**config.mk**
```make
export PLATFORM = sky130hd
export DESIGN_NAME = riscv_soft_imm_stage
export DESIGN_NICKNAME = d
export VERILOG_FILES = /design/src/rtl/riscv_soft_imm_stage.sv
export SDC_FILE = /design/constraint.sdc
export NUM_CORES = 1
export LEC_CHECK = 0
export ABC_AREA = 1
export BUFFER_PORTS_ARGS = -buffer_cell sky130_fd_sc_hd__buf_4
export CAP_MARGIN = 20
export CORE_ASPECT_RATIO = 0.8
export CORE_MARGIN = 4
export CORE_UTILIZATION = 45
export DETAILED_ROUTE_END_ITERATION = 10
export HOLD_SLACK_MARGIN = 0.08
export PLACE_DENSITY_LB_ADDON = 0.15
export SYNTH_ARGS = -nofsm -noshare
export SYNTH_HDL_FRONTEND = slang
export SYNTH_SLANG_ARGS = --single-unit
export TNS_END_PERCENT = 50
```
**constraint.sdc**
```tcl
create_clock -name clk -period 3.2 [get_ports clk]
set_input_delay 0.96 -clock clk [delete_from_list [all_inputs] [get_ports clk]]
set_output_delay 0.96 -clock clk [all_outputs]
set_load 0.005 [all_outputs]
```
**src/rtl/riscv_soft_imm_stage.sv**
```systemverilog
// riscv_soft_imm_stage: RISC-V immediate generator with a registered 2-entry skid buffer on a valid/ready path.
module riscv_soft_imm_stage #(
    parameter int XPR_LEN = 32,
    parameter int TAG_W   = 4
) (
    input  logic               clk,
    input  logic               reset,
    input  logic               flush,
    input  logic               in_valid,
    output logic               in_ready,
    input  logic [31:0]        in_inst,
    input  logic [2:0]         in_imm_sel,
    input  logic [TAG_W-1:0]   in_tag,
    output logic               out_valid,
    input  logic               out_ready,
    output logic [XPR_LEN-1:0] out_imm,
    output logic [TAG_W-1:0]   out_tag,
    output logic               out_illegal
);
    typedef enum logic [1:0] {EMPTY, ONE, FULL} state_t;
    state_t state_q, state_d;
    logic in_ready_q;
    logic [XPR_LEN-1:0] head_imm_q, head_imm_d, skid_imm_q, skid_imm_d, new_imm;
    logic [TAG_W-1:0] head_tag_q, head_tag_d, skid_tag_q, skid_tag_d;
    logic head_ill_q, head_ill_d, skid_ill_q, skid_ill_d, new_ill;
    logic [31:0] raw;
    logic in_fire, out_fire, load_head, load_skid;
    logic unused_opcode;
    assign unused_opcode = ^in_inst[6:0];
    // Every format yields a 32-bit value whose bit 31 is the correct extension bit,
    // so a single sign extension covers both sext and zext formats.
    always_comb begin
        case (in_imm_sel)
            3'd0:    raw = {{20{in_inst[31]}}, in_inst[31:20]};
            3'd1:    raw = {{20{in_inst[31]}}, in_inst[31:25], in_inst[11:7]};
            3'd2:    raw = {{19{in_inst[31]}}, in_inst[31], in_inst[7], in_inst[30:25], in_inst[11:8], 1'b0};
            3'd3:    raw = {in_inst[31:12], 12'b0};
            3'd4:    raw = {{11{in_inst[31]}}, in_inst[31], in_inst[19:12], in_inst[20], in_inst[30:21], 1'b0};
            3'd5:    raw = {27'b0, in_inst[19:15]};
            3'd6:    raw = {26'b0, (XPR_LEN == 64) ? in_inst[25] : 1'b0, in_inst[24:20]};
            default: raw = 32'b0;
        endcase
    end
    assign new_imm   = XPR_LEN'($signed(raw));
    assign new_ill   = in_imm_sel == 3'd7;
    assign in_fire   = in_valid && in_ready_q && !flush;
    assign out_fire  = (state_q != EMPTY) && out_ready;
    always_comb begin
        state_d = state_q;
        if (flush) state_d = EMPTY;
        else case (state_q)
            EMPTY:   state_d = in_fire ? ONE : EMPTY;
            ONE:     state_d = (in_fire && !out_fire) ? FULL : (!in_fire && out_fire) ? EMPTY : ONE;
            FULL:    state_d = out_fire ? ONE : FULL;
            default: state_d = EMPTY;
        endcase
    end
    always_comb begin
        load_head  = (state_q == EMPTY && in_fire) || (state_q == ONE && in_fire && out_fire) || (state_q == FULL && out_fire);
        load_skid  = state_q == ONE && in_fire && !out_fire;
        head_imm_d = !load_head ? head_imm_q : (state_q == FULL) ? skid_imm_q : new_imm;
        head_tag_d = !load_head ? head_tag_q : (state_q == FULL) ? skid_tag_q : in_tag;
        head_ill_d = !load_head ? head_ill_q : (state_q == FULL) ? skid_ill_q : new_ill;
        skid_imm_d = load_skid ? new_imm : skid_imm_q;
        skid_tag_d = load_skid ? in_tag : skid_tag_q;
        skid_ill_d = load_skid ? new_ill : skid_ill_q;
    end
    always_comb begin
        in_ready    = in_ready_q;
        out_valid   = state_q != EMPTY;
        out_imm     = head_imm_q;
        out_tag     = head_tag_q;
        out_illegal = head_ill_q;
    end
    always_ff @(posedge clk) begin
        if (reset) begin
            state_q    <= EMPTY;
            in_ready_q <= 1'b1;
            head_imm_q <= '0;
            head_tag_q <= '0;
            head_ill_q <= 1'b0;
            skid_imm_q <= '0;
            skid_tag_q <= '0;
            skid_ill_q <= 1'b0;
        end else begin
            state_q    <= state_d;
            in_ready_q <= state_d != FULL;
            head_imm_q <= head_imm_d;
            head_tag_q <= head_tag_d;
            head_ill_q <= head_ill_d;
            skid_imm_q <= skid_imm_d;
            skid_tag_q <= skid_tag_d;
            skid_ill_q <= skid_ill_d;
        end
    end
endmodule

```
# After elaboration in Yosys (flattened, before gate mapping)
# Cells that the tools add are included.
word_totals:
  reg_bits: 77
  latchBits: 0
  ram_bits: 0
  rom_bits: 0
  inputBits: 44
  elab_cells: 46
  mem_count: 0
classes:
  add_sub_neg: 0
  multipliers: 0
  div: 0
  order_cmp: 0
  eq_ne: 10
  shifts: 0
  n_mux: 10
  bitwise: 0
  n_reduce_logical: 18
ops:
  columns: ["op", "count"]
  rows:
  - ["$pmux W32 S7", 1]
  - ["$mux W32", 1]
  - ["$eq A3 B3 Y1 const B", 4]
  - ["$logic_and A1 B1 Y1", 10]
  - ["$eq A3 B2 Y1 const B", 2]
  - ["$mux W2", 3]
  - ["$pmux W2 S3", 1]
  - ["$mux W4", 1]
  - ["$eq A3 B1 Y1 const B", 1]
  - ["$logic_not A1 Y1", 3]
  - ["$logic_not A3 Y1", 1]
  - ["$mux W1", 3]
  - ["$eq A2 B1 Y1 const B", 1]
  - ["$eq A2 B2 Y1 const B", 1]
  - ["$logic_not A2 Y1", 1]
  - ["$logic_or A1 B1 Y1", 2]
  - ["$ne A2 B2 Y1 const B", 1]
  - ["$reduce_bool A2 Y1", 1]

# Longest topological paths before layout
logic_depth:
  depth_word: 9
  ltp_mapped: 9
  ltp_nobuf: 8

# Worst setup path before layout
# No wires, ideal clock.
synth_path:
  path_kind: "input to register"
  from: "input in_imm_sel[2]"
  to: "register head_imm_q[25] (netlist: out_imm[25])"
  setup_time_ns: 0.116
  t_arrival_ns: 1.764
  t_required_ns: 3.084
  path_slack_ns: 1.320
  path_stages: 9
  path_buffers: 2
  path_cell_list: "buf_4 inv_2 nand3_2 buf_6 nand3_2 nand2_1 clkinv_1 nor2_1 nor2_1"
synth_between:
  elab_chain_len: 3
  elab_cells_between_ends: 9
synth_lines:
  columns: ["element", "line_no", "rtl"]
  rows:
  - ["start: declaration", "12", "input logic [2:0] in_imm_sel,"]
  - ["$eq A3 B3 Y1 (tied with other cells)", "33", "case (in_imm_sel)"]
  - ["$pmux W32 S7 (*)", "33", null]
  - ["$mux W32 (*)", "61", "head_imm_d = !load_head ? head_imm_q : (state_q == FULL) ? skid_imm_q : new_imm;"]
  - ["end signal: assignment", "88", "head_imm_q <= head_imm_d;"]
  - ["end: declaration", "23", "logic [XPR_LEN-1:0] head_imm_q, head_imm_d, skid_imm_q, skid_imm_d, new_imm;"]
# Every way passes the cells marked *; elsewhere a longest branch is shown, timed or not.
# A chain may end at the register's enable or synchronous reset.

# Worst setup path after layout
layout_path:
  from: "register state_q[0]"
  to: "register state_q[0]"
layout_between:
  elab_chain_len: 7
  elab_cells_between_ends: 13
layout_lines:
  columns: ["element", "line_no", "rtl"]
  rows:
  - ["start: declaration", "21", "state_t state_q, state_d;"]
  - ["start signal: assignment", "86", "state_q <= state_d;"]
  - ["$reduce_bool A2 Y1", "47", "assign out_fire = (state_q != EMPTY) && out_ready;"]
  - ["$logic_and A1 B1 Y1", "47", null]
  - ["$logic_and A1 B1 Y1 or $logic_not A1 Y1 (tied branches)", "53", "ONE: state_d = (in_fire && !out_fire) ? FULL : (!in_fire && out_fire) ? EMPTY : ONE;"]
  - ["$mux W1 or $logic_and A1 B1 Y1 (tied branches)", "53", null]
  - ["$mux W2", "53", null]
  - ["$pmux W2 S3 (*)", "51", "else case (state_q)"]
  - ["$mux W2 (*)", "50", "if (flush) state_d = EMPTY;"]
# Marked as above.

==> results.md <==
* Final wirelength at ~10 mm
* ANT nets after route at 0
* Required @ worst endpoint at 3.44 ns
* #FFs+latches synth at 77
* Post-CTS Resized at 0
* Clock transition at path regs at about 0.080 ns
* WL per Instance at 13.5 microns
* Core Region at 8090 sq um
* CP max FO at 48
* CP Launch Type: register
* Die Wd at 111 microns
* Vias per cell at 4.91
* Max frequency at 0.470 GHz
* Synth Area per Inst at 6.55 sq um
* Kind of critical path: reg -> reg
* Routed via count at 3694
* CTS max path bufs at 2
* Clock Sinks at 77
* Hold-fix buffers, CTS at 0
* Setup TNS at 0 ns
* Largest net degree at the start of global routing at 49
* Drt first pass iters at 4
* Top post-synthesis cells by area: dfxtp_1 40%, nand2_1 18%, nor2_1 7.6%, o21ai_0 7.1%, a21oi_1 6.1%
* Final Hold Viols at 0
* Cells after Synth at about 600
* Overflow after GRT at 0
* Flop-to-flop setup slack at 1.07 ns
* Final net count at roughly 680
* Pwr Total at 2.21 mW
* Tightest Pin Transition at between 0.7 and 0.8 ns
* Unique masters post-synth at 26
* Tcrit/Tclk final at 0.665
* Max VDD drop at ~0.00028 V
* Initial DRC count at 289
* Clk_lat worst skew at 0.35 ns
* Sequential share of the synthesized area at 0.402
* Total GRT Usage at 0.204
* Filler cells at 803
* Initial core utilization at 0.473
* Fin Clk Skew at 0.00660 ns
* Status: finished, final reports clean
* Worst EP arrival at 2.37 ns
* Vias in the first global route at between 3000 and 4000
* Pwr dens at between 400 and 500 nW/um^2
* CTS tree: yes
* YS warnings at 0
* Cell area after synthesis at 3830 sq um
* FP Rows at 29
* Worst Hold Class: reg -> reg
* CTS buffer count at 9
* Area grow syn2layout at 20.4%
* CP Capture Type: register
* Antenna fix cells at 0
* # setup viols final at 0
* Crit path time final at 2.13 ns
* Commonest non-fill, non-tap cell in the layout: nand2_1
* Gpl congestion at 0.809
* Top-area cell type share of the netlist area at 0.402
* Layout cells sized above 1 at 0.189
* Port bufs at between 70 and 80
* Synth area leader: dfxtp_1
* First-pass GRT wire length at 16.8 mm
* Number of buffers added for setup after CTS at 0
* Clk root buf: clkbuf_8
* Relative slew slack at 0.469
* Syn Nets at 629
* Leakage at 2.18 nW
* Die Ht at 90.5 microns
* Worst hold slack at 0.449 ns
* Post-route DRC at 0
* Max Slew Vio Count at 0
* Unrepaired setup endpoints after global routing: no
* Commonest non-fill, non-tap cells in the layout: 180 x nand2_1, 79 x buf_4, 78 x nor2_1, 77 x dfxtp_1, 54 x o21ai_0
* Io pins at 83
* Total of max-cap violations at 0
* H-tree levels at 3
* Total die area at 10100 sq um
* HPWL Detailed at between 6 and 7 mm
* Initial antenna violation count at 0
[through the flow]
stage / area, sq um / instances / worst slack, ns / utilization
after CTS: 4610 / 753 / 1.05 / 0.570
final: 4610 / 753 / 1.07 / 0.570
after detailed placement: 4370 / 737 / 0.788 / 0.540
after global routing: 4610 / 753 / 0.869 / 0.570
after global placement: 4370 / 737 / 0.810 / 0.540
after floorplan: 3830 / 585 / 1.32 / -
[final cells by class]
class,instances,area (sq um),area share
multi-input cells,427,1910,0.415
repair buffers,80,613,0.133
well taps,108,135,0.0293
clock buffers,10,128,0.0277
clock inverters,6,111,0.0242
inverters,45,169,0.0366
flip-flops and latches,77,1540,0.334
[worst paths after layout]
| path | startpoint | endpoint | cells past startpoint |
|---|---|---|---|
| worst max-delay path | state_q[0] | state_q[0] | 7 |
| worst min-delay path | skid_tag_q[1] | skid_tag_q[1] | 2 |
| worst min register to register | skid_tag_q[1] | skid_tag_q[1] | 2 |
| worst max register to register | state_q[0] | state_q[0] | 7 |
[layer usage]
metal,vias up,part of all wire,GRT usage
met3,7,0.071,0.0583
li1,1964,-,-
met1,1621,0.46,0.272
met4,0,0.0075,0.0527
met2,102,0.46,0.327
met5,-,0,0
[cell families after synthesis]
logic type | Yosys count | share of synthesized area
AND/OR/NAND/NOR | 320 | 0.355
buffers and inverters | 81 | 0.100
flip-flops | 77 | 0.402
AO/OA/AOI/OAI | 107 | 0.142
[worst max-delay path, stage by stage (launching register included)]
cell and delay [ns]:
dfxtp_1 0.40, nor2_4 0.06, inv_2 0.57, nand2_1 0.19, nand2_2 0.46, o21ai_0 0.18, nand2_1 0.10, nor2_1 0.04
[state kept, by name, indices dropped and copies added, names as in the netlist]
| register | flops |
|---|---|
| state_q | 2 |
| skid_imm_q | 32 |
| skid_ill_q | 1 |
| out_tag | 4 |
| out_illegal | 1 |
| skid_tag_q | 4 |
| in_ready | 1 |
| out_imm | 32 |
[synth_stat cells, drive strengths merged]
cell / n
buf: 24
nor2: 81
clkinv: 2
clkbuf: 12
nand2: 187
a21boi: 1
nand4: 7
o21ai: 57
o211ai: 1
or2: 6
nand3: 39
inv: 43
a21oi: 48
dfxtp: 77
[report_power, final]
group	internal [mW]	switching [mW]	total, mW
combinational	0.133	0.178	0.311
sequential	0.995	0.0184	1.01
clock	0.518	0.368	0.886
total	1.65	0.564	2.21
Note: power is estimated with default switching activity, not from simulation.
